--- config.mk ---
export PLATFORM = sky130hd
export DESIGN_NAME = issue_hazard_ctrl
export DESIGN_NICKNAME = d
export VERILOG_FILES = /design/src/rtl/issue_ctrl_pkg.sv /design/src/rtl/issue_hazard_ctrl_pipe_tracker.sv /design/src/rtl/issue_hazard_ctrl.sv
export SDC_FILE = /design/constraint.sdc
export NUM_CORES = 1
export LEC_CHECK = 0
export BUFFER_PORTS_ARGS = -buffer_cell sky130_fd_sc_hd__buf_2
export CORE_ASPECT_RATIO = 0.6
export CORE_MARGIN = 2
export CORE_UTILIZATION = 30
export DETAILED_ROUTE_END_ITERATION = 8
export PLACE_DENSITY = 0.5
export SYNTH_ARGS = -nofsm -noshare
export SYNTH_HDL_FRONTEND = slang
export SYNTH_HIERARCHICAL = 1
export SYNTH_SLANG_ARGS = --single-unit
--- constraint.sdc ---
create_clock -name clk -period 4.3 [get_ports clk]
set_clock_uncertainty 0.15 [all_clocks]
set_input_delay 0.43 -clock clk [delete_from_list [all_inputs] [get_ports clk]]
set_output_delay 0.43 -clock clk [all_outputs]
set_load 0.1 [all_outputs]
--- src/rtl/issue_ctrl_pkg.sv ---
// issue_ctrl_pkg
// Shared definitions for the issue/hazard controller:
//   - opcode encodings and instruction field positions
//   - forward-select encoding for "read from register file"
//   - slot_t: one entry of the in-flight write tracker {valid, wen, rd}
//   - dec_t / decode_op(): opcode decode into ALU op, writeback and read-use
package issue_ctrl_pkg;

    localparam logic [1:0] OP_ADD = 2'b00;
    localparam logic [1:0] OP_SLL = 2'b01;

    // Opcode occupies the top OPC_W bits, Rs the lowest REG_AW bits and
    // Rd the REG_AW bits directly above Rs.
    localparam int OPC_W  = 2;
    localparam int RS_LSB = 0;

    // Forward select value meaning "operand comes from the register file".
    localparam int FWD_RF = 0;

    // Slot rd is stored at this fixed width; narrower register addresses
    // are zero-extended so comparisons stay full width.
    localparam int MAX_REG_AW = 8;

    typedef struct packed {
        logic                  valid;
        logic                  wen;
        logic [MAX_REG_AW-1:0] rd;
    } slot_t;

    typedef struct packed {
        logic alu_op;
        logic reg_write;
        logic reads_rd;
        logic reads_rs;
    } dec_t;

    // Opcode decode. SLL uses Rs as a shift amount, so only Rd is read.
    function automatic dec_t decode_op(input logic [OPC_W-1:0] opc);
        dec_t d;
        d = '0;
        case (opc)
            OP_ADD: begin
                d.alu_op    = 1'b0;
                d.reg_write = 1'b1;
                d.reads_rd  = 1'b1;
                d.reads_rs  = 1'b1;
            end
            OP_SLL: begin
                d.alu_op    = 1'b1;
                d.reg_write = 1'b1;
                d.reads_rd  = 1'b1;
                d.reads_rs  = 1'b0;
            end
            default: begin
                d = '0;
            end
        endcase
        return d;
    endfunction

endpackage

--- src/rtl/issue_hazard_ctrl_pipe_tracker.sv ---
// pipe_tracker
// DEPTH-slot shift register of in-flight instructions, EX (slot 0) to WB
// (slot DEPTH-1). Slot 0 loads from the issue decision; slots 1..DEPTH-1
// shift every cycle unconditionally. Every slot is exposed flat so the
// hazard logic can compare against all of them in parallel.
// Ports:
//   clk, reset     clock, synchronous active-high reset (clears all slots)
//   in_valid/wen/rd next contents of slot 0
//   slot_valid_o   per-slot valid bits
//   slot_wen_o     per-slot register-write bits
//   slot_rd_o      per-slot rd, MAX_REG_AW bits each, slot k at [k*MAX_REG_AW +: MAX_REG_AW]
module pipe_tracker
    import issue_ctrl_pkg::*;
#(
    parameter int DEPTH = 2
) (
    input  logic                        clk,
    input  logic                        reset,
    input  logic                        in_valid,
    input  logic                        in_wen,
    input  logic [MAX_REG_AW-1:0]       in_rd,
    output logic [DEPTH-1:0]            slot_valid_o,
    output logic [DEPTH-1:0]            slot_wen_o,
    output logic [DEPTH*MAX_REG_AW-1:0] slot_rd_o
);

    slot_t slot_q [DEPTH];
    slot_t slot_d [DEPTH];

    // Next-state: load slot 0, shift the rest one stage toward writeback.
    always_comb begin
        slot_d[0].valid = in_valid;
        slot_d[0].wen   = in_wen;
        slot_d[0].rd    = in_rd;
        for (int k = 1; k < DEPTH; k++) begin
            slot_d[k] = slot_q[k-1];
        end
    end

    // Slot registers; reset drops everything in flight.
    always_ff @(posedge clk) begin
        if (reset) begin
            for (int k = 0; k < DEPTH; k++) begin
                slot_q[k] <= '0;
            end
        end else begin
            for (int k = 0; k < DEPTH; k++) begin
                slot_q[k] <= slot_d[k];
            end
        end
    end

    // Flatten slot contents for the hazard comparators.
    always_comb begin
        for (int k = 0; k < DEPTH; k++) begin
            slot_valid_o[k]                           = slot_q[k].valid;
            slot_wen_o[k]                             = slot_q[k].wen;
            slot_rd_o[k*MAX_REG_AW +: MAX_REG_AW]     = slot_q[k].rd;
        end
    end

endmodule

--- src/rtl/issue_hazard_ctrl.sv ---
// issue_hazard_ctrl
// Decode/issue controller between the IF/ID register and EX. Decodes the
// presented instruction, checks its read registers against in-flight
// writes held in pipe_tracker, and either issues it (1-cycle latency) or
// stalls the front end and inserts a bubble.
// Configuration macro: ISSUE_HAZARD_CTRL_FORWARD_EN
//   undefined: any matching in-flight write stalls; Fwd_Sel_* stay 0.
//   defined:   only a slot-0 match stalls; other matches issue with
//              Fwd_Sel_* = youngest matching slot index.
// Ports:
//   clk, reset            clock, synchronous active-high reset
//   In_Valid, In_Instr    fetch handshake and instruction {op, rd, rs}
//   In_Ready              combinational accept (0 while reset or hazard)
//   Issue_*               registered EX-stage instruction
//   Fwd_Sel_Rd/Rs         registered forward source, 0 = register file
//   Retire_Valid/Rd       write leaving the last tracked slot
//   Stall_Count           saturating count of stalled cycles
// Requires INSTR_W >= 2 + 2*REG_AW, DEPTH >= 2, REG_AW <= MAX_REG_AW.
module issue_hazard_ctrl
    import issue_ctrl_pkg::*;
#(
    parameter int INSTR_W = 8,
    parameter int REG_AW  = 3,
    parameter int DEPTH   = 2,
    parameter int CNT_W   = 16
) (
    input  logic                     clk,
    input  logic                     reset,
    input  logic                     In_Valid,
    input  logic [INSTR_W-1:0]       In_Instr,
    output logic                     In_Ready,
    output logic                     Issue_Valid,
    output logic [REG_AW-1:0]        Issue_Rd,
    output logic [REG_AW-1:0]        Issue_Rs,
    output logic                     Issue_ALU_OP,
    output logic                     Issue_Reg_Write,
    output logic [$clog2(DEPTH):0]   Fwd_Sel_Rd,
    output logic [$clog2(DEPTH):0]   Fwd_Sel_Rs,
    output logic                     Retire_Valid,
    output logic [REG_AW-1:0]        Retire_Rd,
    output logic [CNT_W-1:0]         Stall_Count
);

    localparam int SEL_W   = $clog2(DEPTH) + 1;
    localparam int RD_LSB  = RS_LSB + REG_AW;
    localparam int OPC_LSB = INSTR_W - OPC_W;

    logic [OPC_W-1:0]           opc_s;
    logic [REG_AW-1:0]          rd_s;
    logic [REG_AW-1:0]          rs_s;
    logic [MAX_REG_AW-1:0]      rd_ext_s;
    logic [MAX_REG_AW-1:0]      rs_ext_s;
    dec_t                       dec_s;

    logic [DEPTH-1:0]            slot_valid_s;
    logic [DEPTH-1:0]            slot_wen_s;
    logic [DEPTH*MAX_REG_AW-1:0] slot_rd_s;
    logic [DEPTH-1:0]            match_rd_s;
    logic [DEPTH-1:0]            match_rs_s;

    logic                       stall_rd_s;
    logic                       stall_rs_s;
    logic                       hazard_s;
    logic                       accept_s;
    logic [SEL_W-1:0]           fwd_rd_s;
    logic [SEL_W-1:0]           fwd_rs_s;

    logic [REG_AW-1:0]          issue_rs_d,  issue_rs_q;
    logic                       alu_op_d,    alu_op_q;
    logic [SEL_W-1:0]           fwd_rd_d,    fwd_rd_q;
    logic [SEL_W-1:0]           fwd_rs_d,    fwd_rs_q;
    logic [CNT_W-1:0]           stall_cnt_d, stall_cnt_q;

    assign opc_s = In_Instr[OPC_LSB +: OPC_W];
    assign rd_s  = In_Instr[RD_LSB +: REG_AW];
    assign rs_s  = In_Instr[RS_LSB +: REG_AW];
    assign dec_s = decode_op(opc_s);

    // Zero-extend operand addresses to the slot rd width.
    always_comb begin
        rd_ext_s             = '0;
        rs_ext_s             = '0;
        rd_ext_s[REG_AW-1:0] = rd_s;
        rs_ext_s[REG_AW-1:0] = rs_s;
    end

    // Per-slot match of each operand against pending register writes.
    always_comb begin
        for (int k = 0; k < DEPTH; k++) begin
            match_rd_s[k] = slot_valid_s[k] & slot_wen_s[k]
                          & (slot_rd_s[k*MAX_REG_AW +: MAX_REG_AW] == rd_ext_s);
            match_rs_s[k] = slot_valid_s[k] & slot_wen_s[k]
                          & (slot_rd_s[k*MAX_REG_AW +: MAX_REG_AW] == rs_ext_s);
        end
    end

`ifdef ISSUE_HAZARD_CTRL_FORWARD_EN
    logic [SEL_W-1:0] idx_rd_s;
    logic [SEL_W-1:0] idx_rs_s;

    // Youngest (lowest-index) matching slot wins: scan oldest to youngest
    // so the last hit overwrites.
    always_comb begin
        idx_rd_s = '0;
        idx_rs_s = '0;
        for (int k = DEPTH-1; k >= 0; k--) begin
            idx_rd_s = match_rd_s[k] ? SEL_W'(k) : idx_rd_s;
            idx_rs_s = match_rs_s[k] ? SEL_W'(k) : idx_rs_s;
        end
    end

    // A producer still in EX has no result yet, so only a slot-0 match stalls.
    assign stall_rd_s = dec_s.reads_rd & match_rd_s[0];
    assign stall_rs_s = dec_s.reads_rs & match_rs_s[0];
    assign fwd_rd_s   = (dec_s.reads_rd & (|match_rd_s)) ? idx_rd_s : SEL_W'(FWD_RF);
    assign fwd_rs_s   = (dec_s.reads_rs & (|match_rs_s)) ? idx_rs_s : SEL_W'(FWD_RF);
`else
    // No bypass anywhere, including the register file: any pending write stalls.
    assign stall_rd_s = dec_s.reads_rd & (|match_rd_s);
    assign stall_rs_s = dec_s.reads_rs & (|match_rs_s);
    assign fwd_rd_s   = SEL_W'(FWD_RF);
    assign fwd_rs_s   = SEL_W'(FWD_RF);
`endif

    assign hazard_s = stall_rd_s | stall_rs_s;
    assign In_Ready = ~reset & ~(In_Valid & hazard_s);
    assign accept_s = In_Valid & In_Ready;

    pipe_tracker #(
        .DEPTH (DEPTH)
    ) u_tracker (
        .clk          (clk),
        .reset        (reset),
        .in_valid     (accept_s),
        .in_wen       (accept_s & dec_s.reg_write),
        .in_rd        (accept_s ? rd_ext_s : '0),
        .slot_valid_o (slot_valid_s),
        .slot_wen_o   (slot_wen_s),
        .slot_rd_o    (slot_rd_s)
    );

    // Issue-side fields not held in the tracker; bubbles carry zeros.
    always_comb begin
        if (accept_s) begin
            issue_rs_d = rs_s;
            alu_op_d   = dec_s.alu_op;
            fwd_rd_d   = fwd_rd_s;
            fwd_rs_d   = fwd_rs_s;
        end else begin
            issue_rs_d = '0;
            alu_op_d   = 1'b0;
            fwd_rd_d   = SEL_W'(FWD_RF);
            fwd_rs_d   = SEL_W'(FWD_RF);
        end
    end

    // Stall counter: count only real stalls, hold at all ones.
    always_comb begin
        if (In_Valid && hazard_s && (stall_cnt_q != {CNT_W{1'b1}})) begin
            stall_cnt_d = stall_cnt_q + CNT_W'(1);
        end else begin
            stall_cnt_d = stall_cnt_q;
        end
    end

    // Issue and counter registers.
    always_ff @(posedge clk) begin
        if (reset) begin
            issue_rs_q  <= '0;
            alu_op_q    <= 1'b0;
            fwd_rd_q    <= '0;
            fwd_rs_q    <= '0;
            stall_cnt_q <= '0;
        end else begin
            issue_rs_q  <= issue_rs_d;
            alu_op_q    <= alu_op_d;
            fwd_rd_q    <= fwd_rd_d;
            fwd_rs_q    <= fwd_rs_d;
            stall_cnt_q <= stall_cnt_d;
        end
    end

    // Slot 0 of the tracker is the EX register; the last slot retires.
    assign Issue_Valid     = slot_valid_s[0];
    assign Issue_Reg_Write = slot_wen_s[0];
    assign Issue_Rd        = slot_rd_s[0 +: REG_AW];
    assign Issue_Rs        = issue_rs_q;
    assign Issue_ALU_OP    = alu_op_q;
    assign Fwd_Sel_Rd      = fwd_rd_q;
    assign Fwd_Sel_Rs      = fwd_rs_q;
    assign Retire_Valid    = slot_valid_s[DEPTH-1] & slot_wen_s[DEPTH-1];
    assign Retire_Rd       = slot_rd_s[(DEPTH-1)*MAX_REG_AW +: REG_AW];
    assign Stall_Count     = stall_cnt_q;

endmodule

# Yosys cells after proc, flatten, opt, wreduce, memory -nomap -nowiden

Memory sizes are Yosys's and may differ from the RTL's.
Cells that the tools add are included.

Bits in registers: 20
Memory bits (writable): 20
Bits of input ports: 11
Memories kept: 1
Logic and storage cells: 42
Output and inout port bits: 34

Memory list:

| name             | words | width | read ports | clocked after memory_dff | wr ports | RTL line                             | text |
|---|---|---|---|---|---|---|---|
| u_tracker.slot_q | 2     | 10    | 2          | 0                        | 2        | issue_hazard_ctrl_pipe_tracker.sv:27 | `slot_t slot_q [DEPTH];` |

Mux-type cells: 7
Bitwise gates (word level): 18
Reduce and logical (&&, ||, !) cells: 6
$add $sub $neg: 1
Equal/unequal tests: 6

Operators with widths:

| kind                                                             | number |
|---|---|
| 8-bit by 3-bit == test with 1-bit output                         | 4 |
| 10-bit two-way mux                                               | 2 |
| 16-bit by 1-bit adder with 16-bit output (second input constant) | 1 |
| 16-bit != test (second input constant)                           | 1 |
| 1-bit AND                                                        | 12 |
| 4-bit one-hot mux with 2 select lines                            | 1 |
| 2-bit OR reduction                                               | 3 |
| 1-bit two-way mux                                                | 3 |
| 3-bit two-way mux                                                | 1 |
| 1-bit NOT                                                        | 3 |
| 1-bit bitwise OR                                                 | 3 |
| 2-bit by 1-bit == test with 1-bit output (second input constant) | 1 |
| 1-bit logical AND                                                | 2 |
| 2-bit logical NOT                                                | 1 |

# Depth between registers and ports, before layout

An unclocked memory read counts as a cell.

Depth in word-level cells: 12
Mapped depth: 8
Gate-level depth less buffers: 7

# By module

Netlist, hierarchy kept.

Modules (own cells, without submodules):

| module            | area each (um2) | times used | seq. area each (um2) | cells an instance |
|---|---|---|---|---|
| issue_hazard_ctrl | 1196.1          | 1          | 400.4                | 146 |
| pipe_tracker      | 618.1           | 1          | 400.4                | 42 |

# Least setup slack after synthesis

No wires, ideal clock.

Kind: reg-to-output
Start point: memory u_tracker/slot_q[0][0] in the netlist's numbering
End point: output In_Ready
Data required time: 3720 ps
Buffers on the path: 0
Cell stages (with the launch flop): 6
Slack: 763 ps
Arrival: 2957 ps
Path through: dfxtp_1 -> xor2_1 -> nor3_1 -> o21bai_1 -> a21oi_2 -> nor2_1

RTL lines:

| item            | RTL line                             | text |
|---|---|---|
| start, declared | issue_hazard_ctrl_pipe_tracker.sv:27 |  |
| end, declared   | issue_hazard_ctrl.sv:31              | `output logic In_Ready,` |

==> impl_summary.log <==
[metrics] total clock buffers created by CTS: 5
[metrics] vias in the first global route: 1,262
[metrics] maximum number of pins on one net before global-route repair: 41
[metrics] aggregate negative setup slack: 0 ps
[metrics] antenna violations before repair: 0
[metrics] residual DRC count: 0
[metrics] crit path DAT: 2150 ps
[metrics] Longest Clk Path Bufs: 2
[metrics] number of slew-limit violations in the final report: 0
[metrics] dominant register cell in the synthesized netlist: sky130_fd_sc_hd__dfxtp_1
[metrics] detailed-router iteration count before antenna repair: 4
[metrics] critical path required time: 3720 ps
[metrics] FP Rows: 21
[metrics] total of hold buffers inserted after clock tree synthesis: 0
[metrics] register bit count reported by yosys: 40
[metrics] number of clock sinks: 40
[metrics] layout cell share with drive strength beyond 1: 33.1%
[metrics] count of unique library cells instantiated by Yosys: 41
[metrics] number of nets still failing antenna checks after routing: 0
[metrics] number of violations reported at the end of detailed-routing iteration 0: 66
[metrics] top area cells in the synthesized netlist: sky130_fd_sc_hd__dfxtp_1 (44%), sky130_fd_sc_hd__nor2b_2 (7.7%), sky130_fd_sc_hd__xor2_1 (5.8%), sky130_fd_sc_hd__a21oi_1 (3.9%), sky130_fd_sc_hd__and2_1 (3.4%)
[metrics] maximum vdd drop: 0.124 mV
[metrics] Die Footprint: 6710 um2
[metrics] Worst Hold Path EP: Issue_Rs[0]
[metrics] clock transition time at the flip-flop clock pins of the worst setup and hold paths: 80 ps
[metrics] maxcap violations: 0
[metrics] largest area contributor in the synthesized netlist: sky130_fd_sc_hd__dfxtp_1
[metrics] worst skew pair latency: 300 ps
[metrics] Worst Hold Class: primary input to register
[metrics] crit end category: output port
[metrics] Crit Path Category: register to output port
[metrics] Final Hold Vio Count: 0
[metrics] Area Growth Syn to Fin: 21.2%
[metrics] area of the mapped netlist: 1810 um2
[metrics] final estimated routing congestion in global placement: 0.731
[metrics] post-cts gate resize count: 0
[metrics] LEAKAGE: 0.906 nW
[metrics] cell count after synthesis: 188
[metrics] total number of nets in the final design: 247
[metrics] library cell contributing the largest single delay on the critical path: sky130_fd_sc_hd__nor4_1
[metrics] Buf/Inv on CP: 1
[metrics] GRT Residual Overflow: 0
[metrics] launch point of the worst reg-to-reg path: Stall_Count[0]
[metrics] vias per std cell: 4.49
[metrics] number of top-level pins: 45
[metrics] overall die height: 64.2 um
[metrics] buffers inserted during post-CTS setup optimization: 0
[metrics] Post-synth ARST share: 0%
[metrics] Filler cells: 613
[metrics] family with the most delay on the worst path: compound AO/OA/AOI/OAI gates
[metrics] overall die width: 104 um
[metrics] Warnings, synthesis: 6
[metrics] average instance area after synthesis: 9.65 um2
[metrics] cell-by-cell listing of the critical path: xor2_1 > nor4_1 > o21bai_1 > a21oi_2 > nor2_1 > buf_2
[metrics] H-tree Lvls: 2
[metrics] final core utilization: 38.6%
[metrics] average wire per cell in the routed design: 12.0 um
[metrics] global-route wire length before repair: 6.31 mm
[metrics] GR Util All Layers: 12.1%
[metrics] via total after detailed routing: 1,418
[metrics] HP Start: In_Instr[0]
[metrics] CP max stage delay: 390 ps
[metrics] transition at the pin with the smallest max-transition slack: 597 ps
[metrics] number of enable-type register cells in the synthesized netlist: 0
[metrics] biggest fanout along the worst timing path: 9
[metrics] CTS tree: done
[metrics] R2R Path End: Stall_Count[5]
[metrics] Initial Util: 31.8%
[metrics] PwrDens: 353 nW/um2
[metrics] Worst setup SP type: register
[metrics] Synth top area share: 44.1%
[metrics] setup slack, reg-to-reg: 2210 ps
[metrics] IO Port Bufs: 40
[metrics] wire length reported by the detailed router: 3.81 mm
[metrics] core footprint: 5700 um2
[metrics] shortest period the worst path allows: 2730 ps
[metrics] number of cells on the worst reg-to-reg path: 7
[metrics] number of setup violations in the final report: 0
[metrics] share of the cycle needed by the critical path after routing: 63.4%
[metrics] Seq/Total Area, Yosys: 44.1%
[metrics] RSZ-0062 raised after global routing: false
[metrics] outcome: finished, final reports clean
[metrics] number of stages on the worst hold path: 2
[metrics] worst slew margin relative to its limit: 60.2%
[metrics] Max Fclk: 367 MHz
[metrics] diodes inserted: 0
[metrics] HPWL after detailed placement: 2.72 mm
[metrics] clock root buffer: sky130_fd_sc_hd__clkbuf_8
## worst reg2reg max path, stage by stage, from the launching register on
cell,delay [ps]
sky130_fd_sc_hd__dfxtp_1,350
sky130_fd_sc_hd__ha_1,290
sky130_fd_sc_hd__nand2_1,100
sky130_fd_sc_hd__nor2_1,60
sky130_fd_sc_hd__a41oi_1,290
sky130_fd_sc_hd__o21ai_2,250
sky130_fd_sc_hd__or3_1,400
sky130_fd_sc_hd__a21oi_1,150
## worst max path at each step
| stage | from | to | slack [ps] | cells after the start |
|---|---|---|---|---|
| 2_1_floorplan | u_tracker/slot_q[0][0] | In_Ready | 760 | 5 |
| 6_report | u_tracker/slot_q[0][2] | In_Ready | 1570 | 6 |
| 4_1_cts | u_tracker/slot_q[0][2] | In_Ready | 1530 | 6 |
| 3_5_place_dp | In_Instr[2] | In_Ready | 1690 | 7 |
| 3_3_place_gp | In_Instr[2] | In_Ready | 1750 | 7 |
| 5_1_grt | u_tracker/slot_q[0][12] | In_Ready | 1360 | 6 |
## metrics by stage
stage	instance area, um2	total power [W]	hold slack (ps)	std cells	setup slack (ps)
5_1_grt	2200	0.000810	244	316	1360
6_report	2200	0.000775	238	316	1570
2_1_floorplan	1840	0.000463	290	196	763
4_1_cts	2200	0.000787	232	316	1530
3_5_place_dp	2090	0.000475	304	308	1690
3_3_place_gp	2090	0.000475	302	308	1750
## power by group
part | internal, W | leakage (nW) | total, W | switching, W
clock network | 0.000172 | 0.0541 | 0.000309 | 0.000138
registers | 0.000378 | 0.326 | 0.000382 | 0.00000408
logic | 0.0000200 | 0.526 | 0.0000835 | 0.0000635
## metal layers
metal  wire length (um)  vias up  global-route usage [%]
met4                 63        0                    5.57
met3                219        8                    4.49
met2               1460       39                    15.0
li1                   -      735                       -
met1               2070      636                    17.9
met5                  0        -                       0
## cells in the final DEF, fill, tap and decap left out, drive strengths merged, types with 2 or more instances in the layout
master / synthesis / routed
clkbuf: 2 / 5
xor2: 12 / 12
conb: 1 / 9
and4: 2 / 2
nor4: 3 / 3
o21ai: 10 / 10
nor2b: 20 / 20
nand3: 5 / 5
nor2: 8 / 8
a21oi: 16 / 16
and2: 10 / 10
nand2: 9 / 9
a211oi: 2 / 2
o21ba: 2 / 2
or3: 10 / 10
buf: 7 / 41
nand4: 4 / 4
nor3: 5 / 5
dfxtp: 40 / 40
inv: 3 / 3
o21bai: 2 / 2
## cells by family after synthesis
group / after synthesis / share of synthesized area (%)
AOI/OAI and AO/OA: 38 / 13.4
xor gates and xnor gates: 13 / 6.28
adders and majority gates: 1 / 0.690
buffers and inverters: 12 / 4.21
DFF: 40 / 44.1
other: 1 / 0.207
and+or+nand+nor: 83 / 31.0
## synth_stat cells (all sizes together), types with 2 or more instances
cell    count
a211oi      2
a21oi      16
and2       10
and4        2
buf         7
clkbuf      2
dfxtp      40
inv         3
nand2       9
nand3       5
nand4       4
nor2        8
nor2b      20
nor3        5
nor4        3
o21ai      10
o21ba       2
o21bai      2
or3        10
xor2       12
## sequential cells by signal, summed over array words and instances, names as in the netlist
signal            cells
u_tracker/slot_q     20
Issue_ALU_OP          1
Issue_Rs              3
Stall_Count          16
## cell type report
class	instances	area (um2)	area share (%)
repair buffers	41	208	9.45
flip-flops and latches	40	801	36.4
clock buffers	5	68.8	3.13
multi-input cells	144	967	44.0
well taps	80	100	4.55
clock inverters	3	42.5	1.94
inverters	3	11.3	0.512
Note: power is estimated with default switching activity, not from simulation.
